## src/rtl/qtcore_seq_pkg.sv

```systemverilog
`default_nettype none
// ============================================================================
//  Module      : qtcore_seq_pkg
//  Description : Shared state encoding and default sizing for the qtcore
//                scan-chain sequencer.
//  Revision    : 1.0 - initial release
// ============================================================================
package qtcore_seq_pkg;

    // Default scan-chain length of the attached core, in bytes
    localparam int c_default_chain_bytes = 20;
    // Default maximum number of RUN cycles before the run is aborted
    localparam int c_default_run_timeout = 4096;

    // Sequencer states; exactly one is active per cycle
    typedef enum logic [2:0] {
        S_IDLE  = 3'd0,
        S_LOAD  = 3'd1,
        S_SHIFT = 3'd2,
        S_RUN   = 3'd3,
        S_READ  = 3'd4,
        S_FIN   = 3'd5
    } seq_state_t;

endpackage
`default_nettype wire

```

## src/rtl/qtcore_seq_shifter.sv

```systemverilog
`default_nettype none
// ============================================================================
//  Module      : qtcore_seq_shifter
//  Description : 8-bit MSB-first serialiser/deserialiser with a 3-bit bit
//                counter. Used to emit program bytes and to assemble
//                readback bytes from the core scan chain.
//  Revision    : 1.0 - initial release
// ============================================================================
module qtcore_seq_shifter (
    input  logic       clk,
    input  logic       rst,
    input  logic       load,
    input  logic [7:0] load_data,
    input  logic       shift_en,
    input  logic       serial_in,
    output logic [7:0] shift_reg,
    output logic       bit_last
);

    logic [7:0] r_sr;
    logic [2:0] r_bit_cnt;

    // Load clears the bit counter; each shift moves the register left by one,
    // and the counter returns to zero explicitly after the eighth bit.
    always_ff @(posedge clk) begin
        if (rst) begin
            r_sr      <= 8'h00;
            r_bit_cnt <= 3'd0;
        end else if (load) begin
            r_sr      <= load_data;
            r_bit_cnt <= 3'd0;
        end else if (shift_en) begin
            r_sr      <= {r_sr[6:0], serial_in};
            r_bit_cnt <= (r_bit_cnt == 3'd7) ? 3'd0 : r_bit_cnt + 3'd1;
        end
    end

    assign shift_reg = r_sr;
    assign bit_last  = (r_bit_cnt == 3'd7);

endmodule
`default_nettype wire

```

## src/rtl/qtcore_sequencer.sv

```systemverilog
`default_nettype none
// ============================================================================
//  Module      : qtcore_sequencer
//  Description : Loads a program into a qtcore scan chain byte by byte, runs
//                the core until halt or timeout, and optionally reads the
//                chain back. Readback is built when QTCORE_SEQ_READBACK_EN
//                is defined; otherwise dout/dout_valid are tied low.
//  Revision    : 1.0 - initial release
// ============================================================================
module qtcore_sequencer
    import qtcore_seq_pkg::*;
#(
    parameter int CHAIN_BYTES = c_default_chain_bytes,
    parameter int RUN_TIMEOUT = c_default_run_timeout
) (
    input  logic       clk,
    input  logic       rst,
    input  logic       start,
    input  logic [7:0] din,
    input  logic       din_valid,
    output logic       din_ready,
    output logic       scan_enable,
    output logic       scan_in,
    input  logic       scan_out,
    output logic       proc_en,
    input  logic       halt,
    output logic       busy,
    output logic       done,
    output logic       timeout,
    output logic [7:0] dout,
    output logic       dout_valid
);

    localparam int c_BYTE_W = $clog2(CHAIN_BYTES + 1);
    localparam int c_RUN_W  = (RUN_TIMEOUT > 1) ? $clog2(RUN_TIMEOUT) : 1;

    localparam logic [c_BYTE_W-1:0] c_chain_bytes = c_BYTE_W'(CHAIN_BYTES);
    localparam logic [c_BYTE_W-1:0] c_last_byte   = c_BYTE_W'(CHAIN_BYTES - 1);
    localparam logic [c_RUN_W-1:0]  c_run_last    = c_RUN_W'(RUN_TIMEOUT - 1);

`ifdef QTCORE_SEQ_READBACK_EN
    localparam seq_state_t c_after_run = S_READ;
`else
    localparam seq_state_t c_after_run = S_FIN;
`endif

    seq_state_t          r_state;
    seq_state_t          w_next_state;
    logic [c_BYTE_W-1:0] r_byte_cnt;
    logic [c_RUN_W-1:0]  r_run_cnt;
    logic                r_timeout;
    logic                w_handshake;
    logic                w_run_abort;
    logic                w_read_entry;
    logic                w_bit_last;
    logic [7:0]          w_sr;
    logic                w_serial_in;

    // State register, phase counters and the sticky timeout flag
    always_ff @(posedge clk) begin
        if (rst) begin
            r_state    <= S_IDLE;
            r_byte_cnt <= '0;
            r_run_cnt  <= '0;
            r_timeout  <= 1'b0;
        end else begin
            r_state <= w_next_state;

            if (r_state == S_IDLE && start) begin
                r_byte_cnt <= '0;
            end else if (w_handshake) begin
                r_byte_cnt <= r_byte_cnt + 1'b1;
            end else if (w_read_entry) begin
                r_byte_cnt <= '0;
            end else if (r_state == S_READ && w_bit_last) begin
                r_byte_cnt <= r_byte_cnt + 1'b1;
            end

            // Held at zero outside RUN so each run starts counting from 0;
            // saturates at the abort value instead of wrapping.
            if (r_state != S_RUN) begin
                r_run_cnt <= '0;
            end else if (r_run_cnt != c_run_last) begin
                r_run_cnt <= r_run_cnt + 1'b1;
            end

            if (r_state == S_IDLE && start) begin
                r_timeout <= 1'b0;
            end else if (w_run_abort) begin
                r_timeout <= 1'b1;
            end
        end
    end

    // Next-state decode and per-state control outputs
    always_comb begin
        w_next_state = r_state;
        din_ready    = 1'b0;
        scan_enable  = 1'b0;
        proc_en      = 1'b0;
        done         = 1'b0;
        w_handshake  = 1'b0;
        w_run_abort  = 1'b0;
        case (r_state)
            S_IDLE: begin
                if (start) w_next_state = S_LOAD;
            end
            S_LOAD: begin
                din_ready = 1'b1;
                if (din_valid) begin
                    w_handshake  = 1'b1;
                    w_next_state = S_SHIFT;
                end
            end
            S_SHIFT: begin
                scan_enable = 1'b1;
                if (w_bit_last) begin
                    w_next_state = (r_byte_cnt < c_chain_bytes) ? S_LOAD : S_RUN;
                end
            end
            S_RUN: begin
                proc_en = 1'b1;
                if (halt) begin
                    w_next_state = c_after_run;
                end else if (r_run_cnt == c_run_last) begin
                    w_run_abort  = 1'b1;
                    w_next_state = c_after_run;
                end
            end
`ifdef QTCORE_SEQ_READBACK_EN
            S_READ: begin
                scan_enable = 1'b1;
                if (w_bit_last && r_byte_cnt == c_last_byte) w_next_state = S_FIN;
            end
`endif
            S_FIN: begin
                done         = 1'b1;
                w_next_state = S_IDLE;
            end
            default: w_next_state = S_IDLE;
        endcase
    end

    assign w_read_entry = (r_state == S_RUN) && (w_next_state == S_READ);
    assign busy         = (r_state != S_IDLE);
    assign timeout      = r_timeout;
    // Program bits leave MSB first; READ drives zeros into the chain
    assign scan_in      = (r_state == S_SHIFT) & w_sr[7];

    qtcore_seq_shifter u_shifter (
        .clk       (clk),
        .rst       (rst),
        .load      (w_handshake | w_read_entry),
        .load_data (w_handshake ? din : 8'h00),
        .shift_en  (scan_enable),
        .serial_in (w_serial_in),
        .shift_reg (w_sr),
        .bit_last  (w_bit_last)
    );

`ifdef QTCORE_SEQ_READBACK_EN
    logic [7:0] r_dout;
    logic       r_dout_valid;

    assign w_serial_in = scan_out;

    // Publish each assembled byte, including the bit arriving this cycle
    always_ff @(posedge clk) begin
        if (rst) begin
            r_dout       <= 8'h00;
            r_dout_valid <= 1'b0;
        end else begin
            r_dout_valid <= (r_state == S_READ) && w_bit_last;
            if ((r_state == S_READ) && w_bit_last) r_dout <= {w_sr[6:0], scan_out};
        end
    end

    assign dout       = r_dout;
    assign dout_valid = r_dout_valid;
`else
    logic w_unused;

    assign w_serial_in = 1'b0;
    assign w_unused    = &{1'b0, w_sr[6:0], scan_out};
    assign dout        = 8'h00;
    assign dout_valid  = 1'b0;
`endif

endmodule
`default_nettype wire
```

## config.mk

```make
export PLATFORM = sky130hd
export DESIGN_NAME = qtcore_sequencer
export DESIGN_NICKNAME = d
export VERILOG_FILES = /design/src/rtl/qtcore_seq_pkg.sv /design/src/rtl/qtcore_seq_shifter.sv /design/src/rtl/qtcore_sequencer.sv
export SDC_FILE = /design/constraint.sdc
export NUM_CORES = 1
export LEC_CHECK = 0
export ABC_CLOCK_PERIOD_IN_PS = 3250
export CELL_PAD_IN_SITES_DETAIL_PLACEMENT = 0
export CELL_PAD_IN_SITES_GLOBAL_PLACEMENT = 1
export CORE_ASPECT_RATIO = 0.75
export CORE_UTILIZATION = 41
export CTS_BUF_LIST = sky130_fd_sc_hd__clkbuf_16
export CTS_CLUSTER_SIZE = 30
export DETAILED_ROUTE_END_ITERATION = 10
export GPL_ROUTABILITY_DRIVEN = 0
export MAX_ROUTING_LAYER = met4
export PLACE_DENSITY_LB_ADDON = 0.1
export SLEW_MARGIN = 20
export SYNTH_ARGS = -nofsm -noshare
export SYNTH_HDL_FRONTEND = slang
export SYNTH_SLANG_ARGS = --single-unit
```

## constraint.sdc

```tcl
create_clock -name clk -period 3.25 [get_ports clk]
set_input_delay 0.975 -clock clk [delete_from_list [all_inputs] [get_ports clk]]
set_output_delay 0.975 -clock clk [all_outputs]
set_load 0.01 [all_outputs]
```

# [Yosys cells after proc, flatten, opt, wreduce, memory -nomap -nowiden]
# Index checks and enable logic that the tools add are counted.
[word_totals] ff_bits=32 inputBits=14 wordCells=55
[op_classes] add_sub_neg=3 n_lt_le_gt_ge=1 eq_ne=10 mux=23 bitwise=2 reduce_logical=10
[ops] op="$mux 8" n=3
[ops] op="$mux 3" n=6
[ops] op="$mux 5" n=3
[ops] op="$add 12x1->12 const B" n=1
[ops] op="$eq 12x12->1 const B" n=1
[ops] op="$eq 3x3->1 const B" n=4
[ops] op="$ne 12x12->1 const B" n=1
[ops] op="$pmux 3 s4" n=1
[ops] op="$mux 1" n=9
[ops] op="$eq 3x2->1 const B" n=2
[ops] op="$reduce_bool 3->1" n=2
[ops] op="$reduce_or 2->1" n=3
[ops] op="$add 5x1->5 const B" n=1
[ops] op="$lt 5x5->1 const B" n=1
[ops] op="$add 3x1->3 const B" n=1
[ops] op="$eq 3x1->1 const B" n=1
[ops] op="$logic_and 1x1->1" n=3
[ops] op="$logic_not 3->1" n=1
[ops] op="$ne 3x2->1 const B" n=1
[ops] op="$mux 2" n=1
[ops] op="$reduce_bool 2->1" n=1
[ops] op="$and 1x1->1" n=1
[ops] op="$or 1x1->1" n=1

# [Logic depth before layout (Yosys ltp)]
[depth] depth_word=8 depth_mapped=6 depth_no_buf=6

# [Cells and area by module]
# From an unflattened synthesis, not the netlist that was laid out.
[hier_totals] hier_cells=186 area_unflattened_um2=1697.9
[modules_own_cells] mod="qtcore_sequencer" instances=1 cells_per_inst=138 area_per_inst_um2=1182.4 seq_area_each_um2=420.4
[modules_own_cells] mod="qtcore_seq_shifter" instances=1 cells_per_inst=48 area_per_inst_um2=515.5 seq_area_each_um2=220.2

# [Least setup slack after synthesis]
# Ideal clock, no wire load.
[synth_timing] kind="register to output" from="register r_state[0]" to="output port scan_in" arrival_ps=1116 required_ps=2275 setup_slack_ps=1159 stages_incl_launch_ff=5 path_buffers=1 path_cell_list="dfxtp_1 > or3b_1 > buf_2 > clkinv_2 > and2_1"
[synth_between] elab_chain_cells=2
[synth_rtl] element="start, declared" line_no="qtcore_sequencer.sv:47" text="seq_state_t r_state;"
[synth_rtl] element="start signal, assigned" line_no="qtcore_sequencer.sv:67" text="r_state <= w_next_state;"
[synth_rtl] element="$eq 3x2->1" line_no="qtcore_sequencer.sv:148" text="assign scan_in = (r_state == S_SHIFT) & w_sr[7];"
[synth_rtl] element="$and 1x1->1" line_no="qtcore_sequencer.sv:148"
[synth_rtl] element="end, declared" line_no="qtcore_sequencer.sv:23" text="output logic scan_in,"
# No other way between the ends.

# [Worst setup path after layout]
[layout_timing] from="register r_state[1]" to="output port scan_in"
# The elaborated chain is that of the path after synthesis.

==> qor.yml <==
clock_tree:
  h_tree_levels: 2
  number_of_buffers_inserted_for_hold_repair_after_clock_tree_synthesis: 0
  clock_buffer_depth: 2
  insertion_delay_ns: 0.27
  numClockSinks: 32
  clkTransAtPathRegs_ns: 0.05
  clock_buffers_created_by_tritoncts: 5
  post-cts-setup-buffers: 0
  cts-resized-gates: 0
  cts.root.buffer_cell: "clkbuf_16"
  cts_tree: "yes"
logic_synthesis:
  seq_area_frac_synth_pct: 40.0
  synth.yosys.warnings: 0
  dominant_combinational_cell_family_by_area_after_synthesis: "simple AND/OR/NAND/NOR gates"
  postSynthAreaPerCell_um2: 8.89
  netlist-cell-type-count: 40
  ys_ff_latch: 32
  post_synth_mux_area_share_pct: 5.63
  fraction_of_the_mapped_netlist_area_in_adder_cells_pct: 3.13
  synthesis.area_um2: 1600
  synthXorXnorAreaFrac_pct: 4.93
  post_synthesis_cell_count: 180
  synth_compound_gate_area_share_pct: 14.0
  synth_simple_gate_area_share_pct: 23.8
setup_path:
  crit_arrival_ns: 2.04
  end_kind: "primary output"
  worst_ep_required_time_ns: 2.27
  cp_launch_type: "flip-flop"
  worst-path-max-fanout: 14
  timing_worst_setup_path_type: "flip-flop to primary output"
  r2r_end: "r_byte_cnt[3]"
  r2r_slack_ns: 1.46
  reg2reg_depth: 6
  worst_r2r_startpoint: "u_shifter.r_bit_cnt[0]"
die:
  initial_core_utilization_pct: 43.2
  io-pin-count: 30
  die-height_um: 56.1
  floorplan.die.width_um: 74.1
  fp.dieArea_um2: 4160
  floorplan.rows: 19
  design.core.area_um2: 3710
layout:
  largest_register_ffs: 12
  final_cell_count_no_fill: 251
  layout.core_utilization_pct: 51.8
  areaGrowthSynthToFinish_pct: 19.9
  fin_nets: 217
  final_design_area_no_fill_um2: 1920
  proportion_of_layout_cells_with_a_drive_suffix_above_1_pct: 7.54
  insertedDiodeCount: 0
detailed_routing:
  drt_pre_antenna_iters: 4
  post_drt_wl_per_cell_um: 13.6
  vias_per_cell: 5.39
  drt_wl_total_mm: 3.41
  route.antenna.remaining_nets: 0
  count_of_unresolved_drc_violations_after_routing: 0
  drt-initial-drc-count: 98
  via_count: 1354
worst_hold_path:
  min_path_cells: 2
  min_delay_worst_endpoint: "u_shifter.shift_reg[0]"
  timing.hold.worst.class: "flip-flop to flip-flop"
  worst_hold_startpoint: "u_shifter.shift_reg[0]"
pwr:
  static_leakage_uw: 0.000730
  power-per-cell-area_nw_per_um2: 483
  peakVddDrop_mv: 0.318
sta:
  max_slew.worst_pin.slew_ns: 0.509
  achievable_clock_frequency_mhz: 332
  hold_viol_final: 0
  worst_slew_margin_rel_pct: 66.0
  setup_total_negative_slack_ns: 0
  hold_ws_ns: 0.484
  clock-skew-final_ns: 0.00180
  finalSetupViolations: 0
  min_period_ns: 3.01
  rsz0062_at_grt: "false"
  fin_crit_sh_pct: 92.7
  maxSlewViolCount: 0
placement:
  place_inst: 244
  buffer_ports.inserted: 19
  place_area_um2: 1790
  place_hpwl_mm: 2.49
global_routing:
  grt_max_degree: 16
  global_route.overflow_total: 0
  grt_pass1_vias: 1277
  grt_pass1_wl_mm: 5.66
  grt_use_total_pct: 18.6
  antenna_found_initial: 0
flow_run:
  max_cap_violations: 0
outcome:
  result_of_the_run: "finished, final reports clean"
## report_power, final
group          leakage [uW]  switching [uW]  internal (uW)  total (uW)
registers          0.000259            11.3            405         416
clock network     0.0000709             152            274         426
logic              0.000400            41.5           42.6        84.1
## worst max-delay path, stage by stage (launching register included)
cell and delay, ns:
dfxtp_1 0.56, or3b_1 0.45, clkinv_2 0.11, and2_1 0.13, clkdlybuf4s50_1 0.52
## cell usage in the layout (no fill, tap or decap), drive strengths merged, types with 7 or more instances in the layout
master         instances
nand3                  9
nor3                   8
clkdlybuf4s50         19
a211oi                13
a21oi                 12
xnor2                  7
dfxtp                 32
nor2                  25
mux2i                  9
conb                   9
## cell type report
class / count / area, um2
clock buffer: 5 / 125
clock inverter: 2 / 8.76
fill: 364 / 1790
inverter: 4 / 16.3
multi-input combinational: 135 / 858
sequential: 32 / 641
tap: 52 / 65.1
timing repair buffer: 21 / 205
## cells in the mapped netlist
cell,number,area share [%]
a211oi_1,13,6.1
buf_4,9,4.2
nor4_1,1,0.39
nand3b_2,1,0.70
buf_2,2,0.63
or4_1,1,0.47
a21oi_1,12,3.8
xnor2_1,7,3.8
nor3b_1,1,0.47
conb_1,1,0.23
and3_1,2,0.78
mux2i_1,9,5.6
nand3_1,9,2.8
nand2_1,5,1.2
nor3_1,5,1.6
a311oi_1,1,0.55
o21ai_0,2,0.63
xor2_1,2,1.1
inv_1,3,0.70
or2_1,1,0.39
and4_1,3,1.6
or3_1,2,0.78
and3b_1,2,1.1
or2_2,1,0.39
nand3b_1,2,0.94
dfxtp_1,32,40
and2_1,1,0.39
or3b_1,1,0.55
clkbuf_1,4,0.94
nor2_1,25,5.9
clkinv_2,1,0.31
nor3_2,3,1.9
nor3b_2,1,0.78
ha_1,4,3.1
a31oi_1,4,1.6
o211ai_1,1,0.47
nand4_1,2,0.78
o21bai_1,1,0.47
buf_6,2,1.4
o31ai_1,1,0.47
## metal layers
layer  wire [um]  global-route usage [%]  vias up  share of wire (%)
met5           0                       -        -                  0
met4          11                    4.12        0               0.32
met3         195                    5.07        4                5.7
met2        1500                    28.2       34                 44
met1        1700                    24.7      646                 50
li1            -                       -      670                  -
## stage by stage
stage                     power, uW  setup WS (ns)
after floorplan                 483           1.16
after global placement          505          0.558
after detailed placement        508          0.526
after CTS                       936          0.226
after global routing            961          0.114
final                           927          0.238
## kinds of logic after synthesis
family	count (synthesis)
DFF	32
adders and majority gates	4
buffers and inverters	21
muxes	9
other	1
xor gates and xnor gates	9
and+or+nand+nor	69
AOI/OAI and AO/OA	35
## how the worst max path moves through the flow
stage	from	endpoint	slack, ns	depth (start not counted)
global route	r_state[1]	scan_in	0.11	4
finish	r_state[1]	scan_in	0.24	4
floorplan	r_state[0]	scan_in	1.16	4
CTS	r_state[1]	scan_in	0.23	4
detailed placement	r_state[1]	scan_in	0.53	4
global placement	r_state[1]	scan_in	0.56	4
Power figures use the tool's default switching activity.
